## config.mk

```make
export PLATFORM = sky130hd
export DESIGN_NAME = systolic_mm_ctrl
export DESIGN_NICKNAME = d
export VERILOG_FILES = /design/src/rtl/tpu_pkg.sv /design/src/rtl/systolic_mm_ctrl.sv
export SDC_FILE = /design/constraint.sdc
export NUM_CORES = 1
export LEC_CHECK = 0
export ABC_AREA = 1
export CORE_AREA = 2 2 39 41
export DETAILED_ROUTE_END_ITERATION = 10
export DIE_AREA = 0 0 41 43
export GPL_ROUTABILITY_DRIVEN = 0
export MAX_ROUTING_LAYER = met4
export PLACE_DENSITY = 0.78
export SLEW_MARGIN = 20
export SYNTH_ARGS = -nofsm -noshare
export SYNTH_HDL_FRONTEND = slang
export SYNTH_SLANG_ARGS = --single-unit
```

## constraint.sdc

```tcl
create_clock -name clk -period 3.29 [get_ports clk]
set_input_delay 0.329 -clock clk [delete_from_list [all_inputs] [get_ports clk]]
set_output_delay 0.329 -clock clk [all_outputs]
set_load 0.02 [all_outputs]
```

## src/rtl/tpu_pkg.sv

```systemverilog
// Shared types and helpers for the systolic matrix-multiply datapath.
// Used by the sequencer, the array top and the bench.
package tpu_pkg;

   typedef enum logic [2:0] {
      IDLE,
      CLEAR,
      COMPUTE,
      DRAIN,
      DONE
   } state_t;

   // Fill (dim-1) + stream (dim) + skew drain (dim-1).
   function automatic int compute_cycles(input int dim);
      return 3 * dim - 2;
   endfunction

endpackage

```

## src/rtl/systolic_mm_ctrl.sv

```systemverilog
// Sequencer for a DIM x DIM output-stationary tpumac array:
// clear, stream operands, wait for the wavefront, drain result rows.
module systolic_mm_ctrl
   import tpu_pkg::*;
#(
   parameter int DIM = 8,
   parameter int CW  = $clog2(3 * DIM)
) (
   input  logic                   clk,
   input  logic                   rst_n,
   input  logic                   start,
   output logic                   busy,
   output logic                   done,
   output logic                   mac_wr_en,
   output logic                   mac_en,
   output logic                   cin_zero,
   output logic                   ab_rd_en,
   output logic [$clog2(DIM)-1:0] ab_rd_addr,
   output logic                   res_valid,
   input  logic                   res_ready,
   output logic [$clog2(DIM)-1:0] res_row
);

   localparam int AW = $clog2(DIM);
   localparam logic [CW-1:0] LAST_C = CW'(compute_cycles(DIM) - 1);
   localparam logic [CW-1:0] LAST_R = CW'(DIM - 1);
   localparam logic [CW-1:0] N_RD   = CW'(DIM);

   state_t        state, state_n;
   logic [CW-1:0] cnt, cnt_n;

   always_ff @(posedge clk or negedge rst_n) begin
      if (!rst_n) begin
         state <= IDLE;
         cnt   <= '0;
      end else begin
         state <= state_n;
         cnt   <= cnt_n;
      end
   end

   // Counter restarts at zero on every state change.
   always_comb begin
      state_n = state;
      cnt_n   = cnt;
      case (state)
         IDLE: begin
            if (start) state_n = CLEAR;
         end
         CLEAR: begin
            state_n = COMPUTE;
            cnt_n   = '0;
         end
         COMPUTE: begin
            if (cnt == LAST_C) begin
               state_n = DRAIN;
               cnt_n   = '0;
            end else begin
               cnt_n = cnt + CW'(1);
            end
         end
         DRAIN: begin
            if (res_ready) begin
               if (cnt == LAST_R) begin
                  state_n = DONE;
                  cnt_n   = '0;
               end else begin
                  cnt_n = cnt + CW'(1);
               end
            end
         end
         DONE: begin
            state_n = IDLE;
            cnt_n   = '0;
         end
         default: begin
            state_n = IDLE;
            cnt_n   = '0;
         end
      endcase
   end

   always_comb begin
      busy       = 1'b0;
      done       = 1'b0;
      mac_wr_en  = 1'b0;
      mac_en     = 1'b0;
      cin_zero   = 1'b0;
      ab_rd_en   = 1'b0;
      ab_rd_addr = '0;
      res_valid  = 1'b0;
      res_row    = '0;
      case (state)
         CLEAR: begin
            busy      = 1'b1;
            mac_wr_en = 1'b1;
            cin_zero  = 1'b1;
         end
         COMPUTE: begin
            busy   = 1'b1;
            mac_en = 1'b1;
            if (cnt < N_RD) begin
               ab_rd_en   = 1'b1;
               ab_rd_addr = cnt[AW-1:0];
            end
         end
         DRAIN: begin
            busy      = 1'b1;
            res_valid = 1'b1;
            res_row   = cnt[AW-1:0];
         end
         DONE: begin
            busy = 1'b1;
            done = 1'b1;
         end
         default: begin
            busy = 1'b0;
         end
      endcase
   end

endmodule
```

# == Word level (Yosys, flattened, before mapping) ==
# Index checks and enable logic that the tools add are counted.
# totals
n_memories,0
reg_bits,8
ram_bits,0
romBits,0
elab_cells,38
in_bits,4
latch_bits,0
output_inout_bits,13
# op_classes
n_div,0
n_lt_le_gt_ge,1
mul,0
n_bitwise,1
n_addsub,1
n_shift,0
eq_ne,10
muxes,19
reduce_logical,4
# ops
cell,n
2-to-1 mux 3 bit,7
2-to-1 mux 5 bit,3
one-hot mux 5 bit (3 select lines),1
one-hot mux 3 bit (4 select lines),1
"!= test 2 bit, second input constant",4
2-to-1 mux 1 bit,7
"== test 3 x 2 -> 1 bit, second input constant",2
"adder 5 x 1 -> 5 bit, second input constant",1
"== test 5 x 3 -> 1 bit, second input constant",1
"== test 5 bit, second input constant",1
"less-than comparator 5 x 4 -> 1 bit, second input constant",1
AND reduction 4 bit,1
OR reduction 4 bit,1
"== test 3 x 1 -> 1 bit, second input constant",1
"== test 3 bit, second input constant",1
logical NOT 3 bit,1
AND reduction 2 bit,1
inverter 1 bit,1

# == Longest topological paths before layout ==
# Gate-level depths: netlist of run 1.
# depth
ltp_word,4
mapped_depth,10
mapped_depth_nobuf,10

# == Worst setup path before layout of run 1 ==
# OpenSTA, ideal clock, no wires.
# synth_timing
path_type,reg2out
start,register state[2]
end,output ab_rd_addr[0]
setup_slack_ns,1.674
arrival_time_ns,1.287
n_path_buf,0
required_ns,2.961
stages_incl_launch_ff,6
cell_sequence,dfrtp_1 inv_2 nand2_2 nor2_2 nand2_1 nor2_1
# synth_via
elab_chain_len,2
# synth_rtl
element,line,source
"start, declared",systolic_mm_ctrl.sv:29,"state_t state, state_n;"
"start signal, assigned",systolic_mm_ctrl.sv:37,state <= state_n;
== test 3 x 2 -> 1 bit,systolic_mm_ctrl.sv:93,case (state)
2-to-1 mux 3 bit,systolic_mm_ctrl.sv:93,
"end, declared",systolic_mm_ctrl.sv:18,"output logic [$clog2(DIM)-1:0] ab_rd_addr,"
# Every way passes these cells.

# == Final worst setup path of run 1 ==
# Same ends and word-level chain as after synthesis.

==> results.md, run 1 <==
* Status: finished clean
* First DRT Iteration DRCs at 17
* Initial antenna violation count at 0
* CP max FO at 4
* Static leakage at 0.4308 nW
* Max Buffers Root-to-Sink at 2
* Cell Count, Final, Fillers Out at 129
* Setup crit start kind: flip-flop
* # H-tree levels at 1
* Setup Fix Bufs, Post-CTS at 0
* Clock Sinks at 8
* Max-Cap Viols at 0
* Port bufs at 16
* Syn avg cell area at 6.559 µm²
* Initial Utilization at 45.03%
* Crit share post-route at 65.58%
* Worst slew margin at approximately four fifths
* Largest net degree at the start of global routing at 9
* Filler cell count at about 140
* Die H at 43 µm
* Pre-antenna DRT Iters at 4
* Routed wire length at 1.341 mm
* Max frequency at approximately 0.46 GHz
* DR vias/cell at 4.837
* Max Slew Vio Count at 0
* HP Class: input port to async pin
* Via count at around 620
* Row count at 14
* Synth top area cells: dfrtp_1 (32%), nand2_1 (16%), nor2_1 (11%)
* Die area at 1763 µm²
* Clock-pin slew on the worst setup and hold paths at 0.05 ns
* Hold-fix buffers, CTS at 0
* Switch share at roughly 50%
* Worst-margin pin slew at 0.3234 ns
* Synth top area share at 32.13%
* Largest area contributor in the netlist: dfrtp_1
* Clk_skew at 0.005353 ns
* Syn-to-layout area delta at 31.33%
* PwrDens at 812.5 nW/µm²
* First-pass GRT wire length at ~2.2 mm
* Commonest non-fill, non-tap cell in the layout: nand2_1
* Placed insts at ~130
* Peak supply drop at 0.0004191 V
* Worst skew pair latency at 0.24 ns
* Post-Syn Area at 623.1 µm²
* I/O pin cnt at 17
* Wire length per cell at 10.40 µm
* Nets at ~120
* Comb power frac at 67.0%
* # diodes at 0
* Most frequent cells in the layout: nand2_1 (27), nor2_1 (18), clkdlybuf4s50_1 (16)
* Register area share after synthesis at approximately 32%
* FF/Latch Area at ~200 µm²
* Unique masters post-synth at 18
* Root Buffer: clkbuf_4
* Die Width at 41 µm
* Antenna Violating Nets Remaining at 0
* GRT Total Usage at 19.40%
* Gate Count Post-Synth at between 90 and 100
* Synth warn at 0
* WS Path Type: flip-flop to output port
* Crit path arrival time at 1.83 ns
* Worst Path Required at 2.96 ns
* Min Clock Period, post-route at approximately 2.2 ns
* Setup violators final at 0
* #FFs+latches synth at 8
* DP HPWL at 1.163 mm
* Cts repair resizes at 0
* Syn nets at between 100 and 150
* Share of cells above drive strength 1 at 12.39%
* TritonCTS clock tree: built
* Area of the core at 1384 µm²
* Number of global-route vias before repair at 534
* Clk pwr share at 10.3%
* Num CTS Buffers at 3
* Area occupied by multi-input gates at roughly 360 µm²
* Final TNS setup at 0 ns
* Sw Pwr at between 0.3 and 0.4 mW
* Total congestion overflow at 0
* RSZ-0062 raised after global routing: no
* Sequential power share at 22.8%
* Int Pwr at 0.3312 mW
* Post-route DRC at 0
* CP endpoint kind: output port
* Final Hold Fails at 0
==> final timing paths <==
path | start | end | slack, ns | depth (start not counted)
worst min register to register | cnt[1] | cnt[1] | 0.54 | 2
min in group clk | cnt[1] | cnt[1] | 0.54 | 2
max in group asynchronous | rst_n | cnt[2] | 2.70 | 1
worst max-delay path | state[2] | ab_rd_addr[0] | 1.13 | 6
worst max register to register | cnt[1] | state[1] | 1.96 | 9
worst min-delay path | rst_n | state[0] | 0.35 | 1
==> logic make-up after synthesis <==
group                    synth area share [%]
AO/OA/AOI/OAI                           5.823
XOR/XNOR                                1.406
adder cells (fa/ha/maj)                 4.015
buffers and inverters                   10.24
flip-flops                              32.13
AND/OR/NAND/NOR                         46.38
==> registers in the layout, indices dropped and copies added, names as in the netlist <==
register and count:
cnt 5, state 3
==> power groups by stage <==
| stage | Clock [mW] | Combinational (mW) | Sequential, mW |
|---|---|---|---|
| after floorplan | 0 | 0.312 | 0.147 |
| after detailed placement | 0 | 0.447 | 0.152 |
| after global routing | 0.0784 | 0.490 | 0.157 |
| after global placement | 0 | 0.443 | 0.152 |
| after CTS | 0.0717 | 0.449 | 0.151 |
| final | 0.0682 | 0.445 | 0.151 |
==> final cells by class <==
class | instances | share of cell area, %
clock buffer | 3 | 2.752
multi-input combinational | 71 | 43.88
inverter | 15 | 6.881
sequential | 8 | 24.46
tap | 16 | 2.446
timing repair buffer | 16 | 19.57
==> stage by stage <==
step           power, mW  util, %  hold WS [ns]  setup WS [ns]  cell area (µm²)
2_1_floorplan     0.4590        -       0.03341          1.674            623.1
3_3_place_gp      0.5942    57.50        0.5298          1.433            795.8
3_5_place_dp      0.5995    57.50        0.5307          1.378            795.8
4_1_cts           0.6713    59.13        0.3502          1.108            818.3
5_1_grt           0.7253    59.13        0.3580         0.9761            818.3
6_report          0.6649    59.13        0.3461          1.132            818.3
==> synthesized netlist by cell type <==
master,count
xor2_1,1
buf_4,1
nand3b_1,2
nor2_2,2
nand3_1,7
nand2_1,27
ha_1,2
nor2_4,1
nand2_2,4
nor2_1,18
o21ai_0,1
inv_2,2
inv_1,13
a21oi_4,1
nor3_1,2
nand2_4,1
o21bai_1,2
dfrtp_1,8
==> layer usage <==
layer,wire length (µm),GRT usage [%],up-vias
met5,0,-,-
met4,6,8.000,0
met3,36,3.141,2
met2,692,30.31,12
met1,604,23.83,281
li1,-,-,329
==> worst max-delay path, stage by stage (launching register included) <==
cell and delay, ns:
dfrtp_1 0.43, inv_2 0.10, nand2_2 0.06, nor2_2 0.15, nand2_1 0.12, nor2_1 0.11, clkdlybuf4s50_1 0.61
Power figures use the tool's default switching activity.
==> run 2, diff against run 1 <==
--- a/config.mk
+++ b/config.mk
@@ -6,12 +6,12 @@
 export NUM_CORES = 1
 export LEC_CHECK = 0
 export ABC_AREA = 1
-export CORE_AREA = 2 2 39 41
+export CORE_MARGIN = 2
+export CORE_UTILIZATION = 46
 export DETAILED_ROUTE_END_ITERATION = 10
-export DIE_AREA = 0 0 41 43
 export GPL_ROUTABILITY_DRIVEN = 0
 export MAX_ROUTING_LAYER = met4
-export PLACE_DENSITY = 0.78
+export PLACE_DENSITY = 0.77
 export SLEW_MARGIN = 20
 export SYNTH_ARGS = -nofsm -noshare
 export SYNTH_HDL_FRONTEND = slang
==> constraint.sdc (replaced) <==
create_clock -name clk -period 2.15 [get_ports clk]
set_input_delay 0.215 -clock clk [delete_from_list [all_inputs] [get_ports clk]]
set_output_delay 0.215 -clock clk [all_outputs]
set_load 0.02 [all_outputs]
==> run 2 against run 1 <==
Clock power grew 63%. Cell count fell by 0.78%. Critical path type unchanged. Power up 55%. Clock skew shrank 0.00098 ns. Register-to-register slack worse by 1.2 ns. Sequential cell count unchanged. Die area down 5.6%. Design area rose by 0.76%. Wire length is 1.9% higher. Critical path depth down 1.
==> results.md, run 2 (synthesis results as in run 1) <==
* Hold-fix buffers, CTS at 0
* CP max stage delay at 0.60 ns
* Antenna Violating Nets Remaining at 0
* Worst path slowest cell: clkdlybuf4s50_1
* Max Slew Vio Count at 0
* Syn-to-layout area delta at 32.33%
* Area of the core at approximately 1300 µm²
* Clk_skew at about 0.0044 ns
* Nets at roughly 120
* HP Class: input port to async pin
* Initial Utilization at about half
* Commonest non-fill, non-tap cell in the layout: nand2_1
* Max Buffers Root-to-Sink at 2
* Num CTS Buffers at 3
* Worst-margin pin slew at 0.3679 ns
* Worst skew pair latency at 0.25 ns
* I/O pin cnt at 17
* CP top delay family: buffers and inverters
* CP endpoint kind: output port
* Post-DP Area at slightly below 800 µm²
* Pre-antenna DRT Iters at 4
* First DRT Iteration DRCs at 10
* Routed wire length at 1.367 mm
* Worst Path Required at 1.93 ns
* Root Buffer: clkbuf_4
* # diodes at 0
* Initial antenna violation count at 0
* Largest Register: cnt
* Filler cell count at between 100 and 150
* WS Path Type: flip-flop to output port
* Die Width at ~40 µm
* DP HPWL at 1.098 mm
* Max frequency at 0.4927 GHz
* TritonCTS clock tree: built
* Clock-pin slew on the worst setup and hold paths at roughly 0.05 ns
* Setup violators final at 0
* Crit share post-route at 94.40%
* Setup crit start kind: flip-flop
* Final Cell Area at 824.5 µm²
* Crit path arrival time at 1.81 ns
* Total congestion overflow at 0
* Clock Sinks at 8
* Die area at 1665 µm²
* Worst slew margin at approximately 75%
* # H-tree levels at 1
* DR vias/cell at just under 5
* Port bufs at 16
* Share of cells above drive strength 1 at 12.39%
* Via count at 623
* Min Clock Period, post-route at 2.030 ns
* RSZ-0062 raised after global routing: no
* WP buf/inv at 2
* Cells along the critical path: nand2_1 -> nor2_4 -> inv_1 -> nor2_1 -> clkdlybuf4s50_1
* Number of global-route vias before repair at 508
* PwrDens at ~1300 nW/µm²
* Final Hold Fails at 0
* Most frequent cells in the layout: nand2_1 (27), nor2_1 (18), inv_1 (13), clkdlybuf4s50_1 (13), dfrtp_1 (8)
* First-pass GRT wire length at around 2.1 mm
* Die H at 40.81 µm
* Wire length per cell at 10.68 µm
* Status: finished clean
* Max reg flops at 5
* Largest net degree at the start of global routing at 9
* Peak supply drop at 0.0005593 V
* Final Util at 64.17%
* Post-route DRC at 0
* Row count at 13
* CP max FO at 6
* GRT Total Usage at 20.21%
* Final TNS setup at 0 ns
* Static leakage at 0.4868 nW
* Max-Cap Viols at 0
* Top flop regs: cnt: 5 flops, state: 3 flops
[run 2: power breakdown]
| part | internal (mW) | switching [mW] |
|---|---|---|
| Clock | 0.0636 | 0.0476 |
| Sequential | 0.187 | 0.0490 |
| Combinational | 0.256 | 0.429 |
| Total | 0.507 | 0.526 |
[run 2: final cells by class]
| cell class | count | area (µm²) | share of cell area (%) |
|---|---|---|---|
| Inverter | 15 | 56.30 | 6.829 |
| Multi-Input combinational cell | 71 | 359.1 | 43.55 |
| Tap cell | 15 | 18.77 | 2.276 |
| Timing Repair Buffer | 16 | 167.7 | 20.33 |
| Sequential cell | 8 | 200.2 | 24.28 |
| Clock buffer | 3 | 22.52 | 2.731 |
[run 2: metrics by stage]
step	total power, mW	hold WS, ns	cells	worst slack [ns]
floorplan	0.7023	-0.08059	95	0.6479
global placement	0.9139	0.5108	125	0.3950
detailed placement	0.9197	0.5146	125	0.3243
CTS	1.035	0.2438	128	0.05030
global route	1.113	0.2643	128	0.006632
finish	1.032	0.2459	128	0.1204
[run 2: path summary, 6_finish.rpt]
path                       cells past startpoint  slack, ns      from         end
setup / recovery                               5       0.12  state[0]  res_row[1]
hold / removal                                 1       0.25     rst_n    state[0]
setup reg to reg                               9       0.81    cnt[0]    state[1]
hold reg to reg                                2       0.54    cnt[3]      cnt[3]
max in group asynchronous                      1       1.64     rst_n      cnt[1]
min in group clk                               2       0.54    cnt[3]      cnt[3]
[run 2: routing by layer]
metal	track usage, %	share of wire (%)	up-vias
met5	-	0	-
met4	12.50	0.88	0
met3	1.630	2.7	2
met2	31.25	47	13
met1	25.34	49	283
li1	-	-	325
[run 2: what timing repair did]
| action | 4_1_cts | 5_1_grt |
|---|---|---|
| endpoints found under the setup margin | 0 | 3 |
| setup buffers | 0 | 0 |
| gates resized for setup | 0 | 3 |
==> run 3, diff against run 2 <==
--- a/config.mk
+++ b/config.mk
@@ -5,13 +5,12 @@
 export SDC_FILE = /design/constraint.sdc
 export NUM_CORES = 1
 export LEC_CHECK = 0
-export ABC_AREA = 1
-export CORE_MARGIN = 2
-export CORE_UTILIZATION = 46
+export CORE_AREA = 2 2 39 41
 export DETAILED_ROUTE_END_ITERATION = 10
+export DIE_AREA = 0 0 41 43
 export GPL_ROUTABILITY_DRIVEN = 0
 export MAX_ROUTING_LAYER = met4
-export PLACE_DENSITY = 0.77
+export PLACE_DENSITY = 0.73
 export SLEW_MARGIN = 20
 export SYNTH_ARGS = -nofsm -noshare
 export SYNTH_HDL_FRONTEND = slang
==> run 3 against run 2 <==
Combinational power decreased by 2%. Synthesized cell count is 35% lower. Highest routed layer unchanged. Clock power shrank 4%. Setup slack improved by 0.038 ns. Via count decreased by 21%. Critical endpoint is now busy. Critical path depth fell by 2. Die area is 5.9% higher. Design area fell by 6.7%. Global-route usage down 3.1 points. Power grew 5.0%. Sequential share of layout area increased by 1.9 points. Sequential power is 30% higher. Largest power group unchanged.
==> results.md, run 3 <==
* Most frequent cell after synthesis: dfrtp_1
* Worst-margin pin slew at 0.3916 ns
* Post-DP Area at 738.2 µm²
* Setup Fix Bufs, Post-CTS at 0
* Worst path slowest cell: clkdlybuf4s50_1
* Share of cells above drive strength 1 at 10.13%
* CP max stage delay at 0.62 ns
* Nets at 87
* Max-Cap Viols at 0
* R2R cell count at 5
* Total congestion overflow at 0
* #FFs+latches synth at 8
* Worst slew margin at 73.74%
* Peak supply drop at 0.0006298 V
* Pre-antenna DRT Iters at 2
* Post-Syn Area at 566.8 µm²
* First-pass GRT wire length at about 1.9 mm
* Setup violators final at 0
* Syn avg cell area at between 9 and 10 µm²
* Syn-to-layout area delta at 35.76%
* Commonest non-fill, non-tap cell in the layout: clkdlybuf4s50_1
* Area of the core at 1384 µm²
* Wire length per cell at around 12 µm
* TritonCTS clock tree: built
* Crit path arrival time at about 1.8 ns
* Number of global-route vias before repair at 441
* Top post-synthesis cells by count: dfrtp_1 (8), and2_1 (5), nor3_1 (5)
* First DRT Iteration DRCs at 2
* Routed wire length at ~1.2 mm
* Final TNS setup at 0 ns
* Num CTS Buffers at 3
* Register area share after synthesis at 35.32%
* Syn nets at 68
* Via count at 494
* PwrDens at roughly 1400 nW/µm²
* Primary FF master, synth: dfrtp_1
* Post-route DRC at 0
* Port bufs at 16
* Crit share post-route at 92.62%
* Cts repair resizes at 5
* Synth async-reset ratio at 100.0%
* Post-synth EDFFs at 0
* Final Cell Area at 769.5 µm²
* Final Hold Fails at 0
* I/O pin cnt at 17
* Clk_skew at 0.002675 ns
* HP Class: input port to async pin
* Clock Sinks at 8
* DR vias/cell at 5.200
* Status: finished clean
* Max Buffers Root-to-Sink at 2
* Synth warn at 0
* Max frequency at approximately 0.50 GHz
* Max reg flops at 5
* Root Buffer: clkbuf_4
* Unique masters post-synth at 34
* Synth top area cells: dfrtp_1 (35%), and2_1 (5.5%), ha_1 (4.4%)
* Setup crit start kind: flip-flop
* GRT Total Usage at ~17%
* Die H at about 43 µm
* Worst skew pair latency at 0.24 ns
* Largest area contributor in the netlist: dfrtp_1
* CP max FO at 9
* Row count at 14
* Most frequent cells in the layout: clkdlybuf4s50_1 (11), dfrtp_1 (7), and2_1 (5), nor3_1 (5)
* Largest Register: cnt
* Min Clock Period, post-route at 1.991 ns
* Clock-pin slew on the worst setup and hold paths at 0.05 ns
* Max Slew Vio Count at 0
* Die area at 1763 µm²
* RSZ-0062 raised after global routing: no
* CP endpoint kind: output port
* Synth top area share at a little over a third
* Top flop regs: cnt: 5 flops, state: 3 flops
* Largest net degree at the start of global routing at 13
* Die Width at 41 µm
* Gate Count Post-Synth at just over 60
* Initial antenna violation count at 0
* Antenna Violating Nets Remaining at 0
* Initial Utilization at 40.96%
* # H-tree levels at 1
* DP HPWL at about 910 µm
* Worst Path Required at 1.93 ns
* Static leakage at roughly 0.36 nW
* Hold-fix buffers, CTS at 0
* WS Path Type: flip-flop to output port
* # diodes at 0
* Cells along the critical path: nor2_1 -> xnor2_1 -> clkdlybuf4s50_1
-- run 3: cell count changes after synthesis, sizes merged, moves of 2 or more --
cell,before,now
a21oi,1,3
nor3,2,5
o21bai,2,0
nand2,32,2
nand3,7,3
buf,1,3
nor2,21,3
nor3b,0,2
nor2b,0,2
or2,0,2
and2,0,5
inv,15,3
-- run 3: per-stage QoR --
stage / power (mW) / util (%) / cells / setup WS (ns) / hold WS [ns]
global placement: 0.9832 / 53.35 / 92 / 0.2605 / 0.5221
finish: 1.084 / 55.61 / 95 / 0.1586 / 0.2507
global route: 1.179 / 55.61 / 95 / 0.05655 / 0.2629
floorplan: 0.7343 / - / 62 / 0.2652 / -0.08059
detailed placement: 0.9963 / 53.35 / 92 / 0.1999 / 0.5149
CTS: 1.101 / 55.24 / 95 / 0.07028 / 0.2401
-- run 3: path summary, 6_finish.rpt --
check	startpoint	to	slack [ns]
hold reg to reg	cnt[0]	cnt[0]	0.58
setup reg to reg	cnt[0]	cnt[3]	0.50
min in group clk	cnt[0]	cnt[0]	0.58
max in group asynchronous	rst_n	state[1]	1.61
hold / removal	rst_n	cnt[0]	0.25
setup / recovery	state[0]	busy	0.16
-- run 3: area by class of cell --
type | count | area [µm²]
Inverter | 3 | 11.26
Timing Repair Buffer | 17 | 168.9
Sequential cell | 8 | 201.4
Fill cell | 144 | 614.3
Multi-Input combinational cell | 48 | 345.3
Clock buffer | 3 | 22.52
Tap cell | 16 | 20.02
-- run 3: critical path, delay by kind of cell, from the launching register on --
kind	cells	cell delay, ns
xor+xnor	1	0.15
buf+inv	1	0.62
flops	1	0.47
simple gates	1	0.29
-- run 3: metal layers --
| metal | routed length, µm | track usage [%] |
|---|---|---|
| met2 | 526 | 22.81 |
| met5 | 0 | - |
| met3 | 49 | 3.141 |
| met1 | 564 | 23.73 |
| met4 | 12 | 10.00 |
-- run 3: report_power, final --
group | leakage, nW | internal (mW) | total (mW) | switching, mW
clock | 0.0138 | 0.0634 | 0.107 | 0.0435
sequential | 0.0983 | 0.212 | 0.307 | 0.0949
combinational | 0.246 | 0.326 | 0.670 | 0.344
-- run 3: kinds of logic after synthesis --
group	count (synthesis)	share of synthesized area, %
muxes	1	1.766
xor gates and xnor gates	1	1.546
and+or+nand+nor	32	36.42
buffers and inverters	6	4.855
AOI/OAI and AO/OA	12	15.68
DFF	8	35.32
adders and majority gates	2	4.414
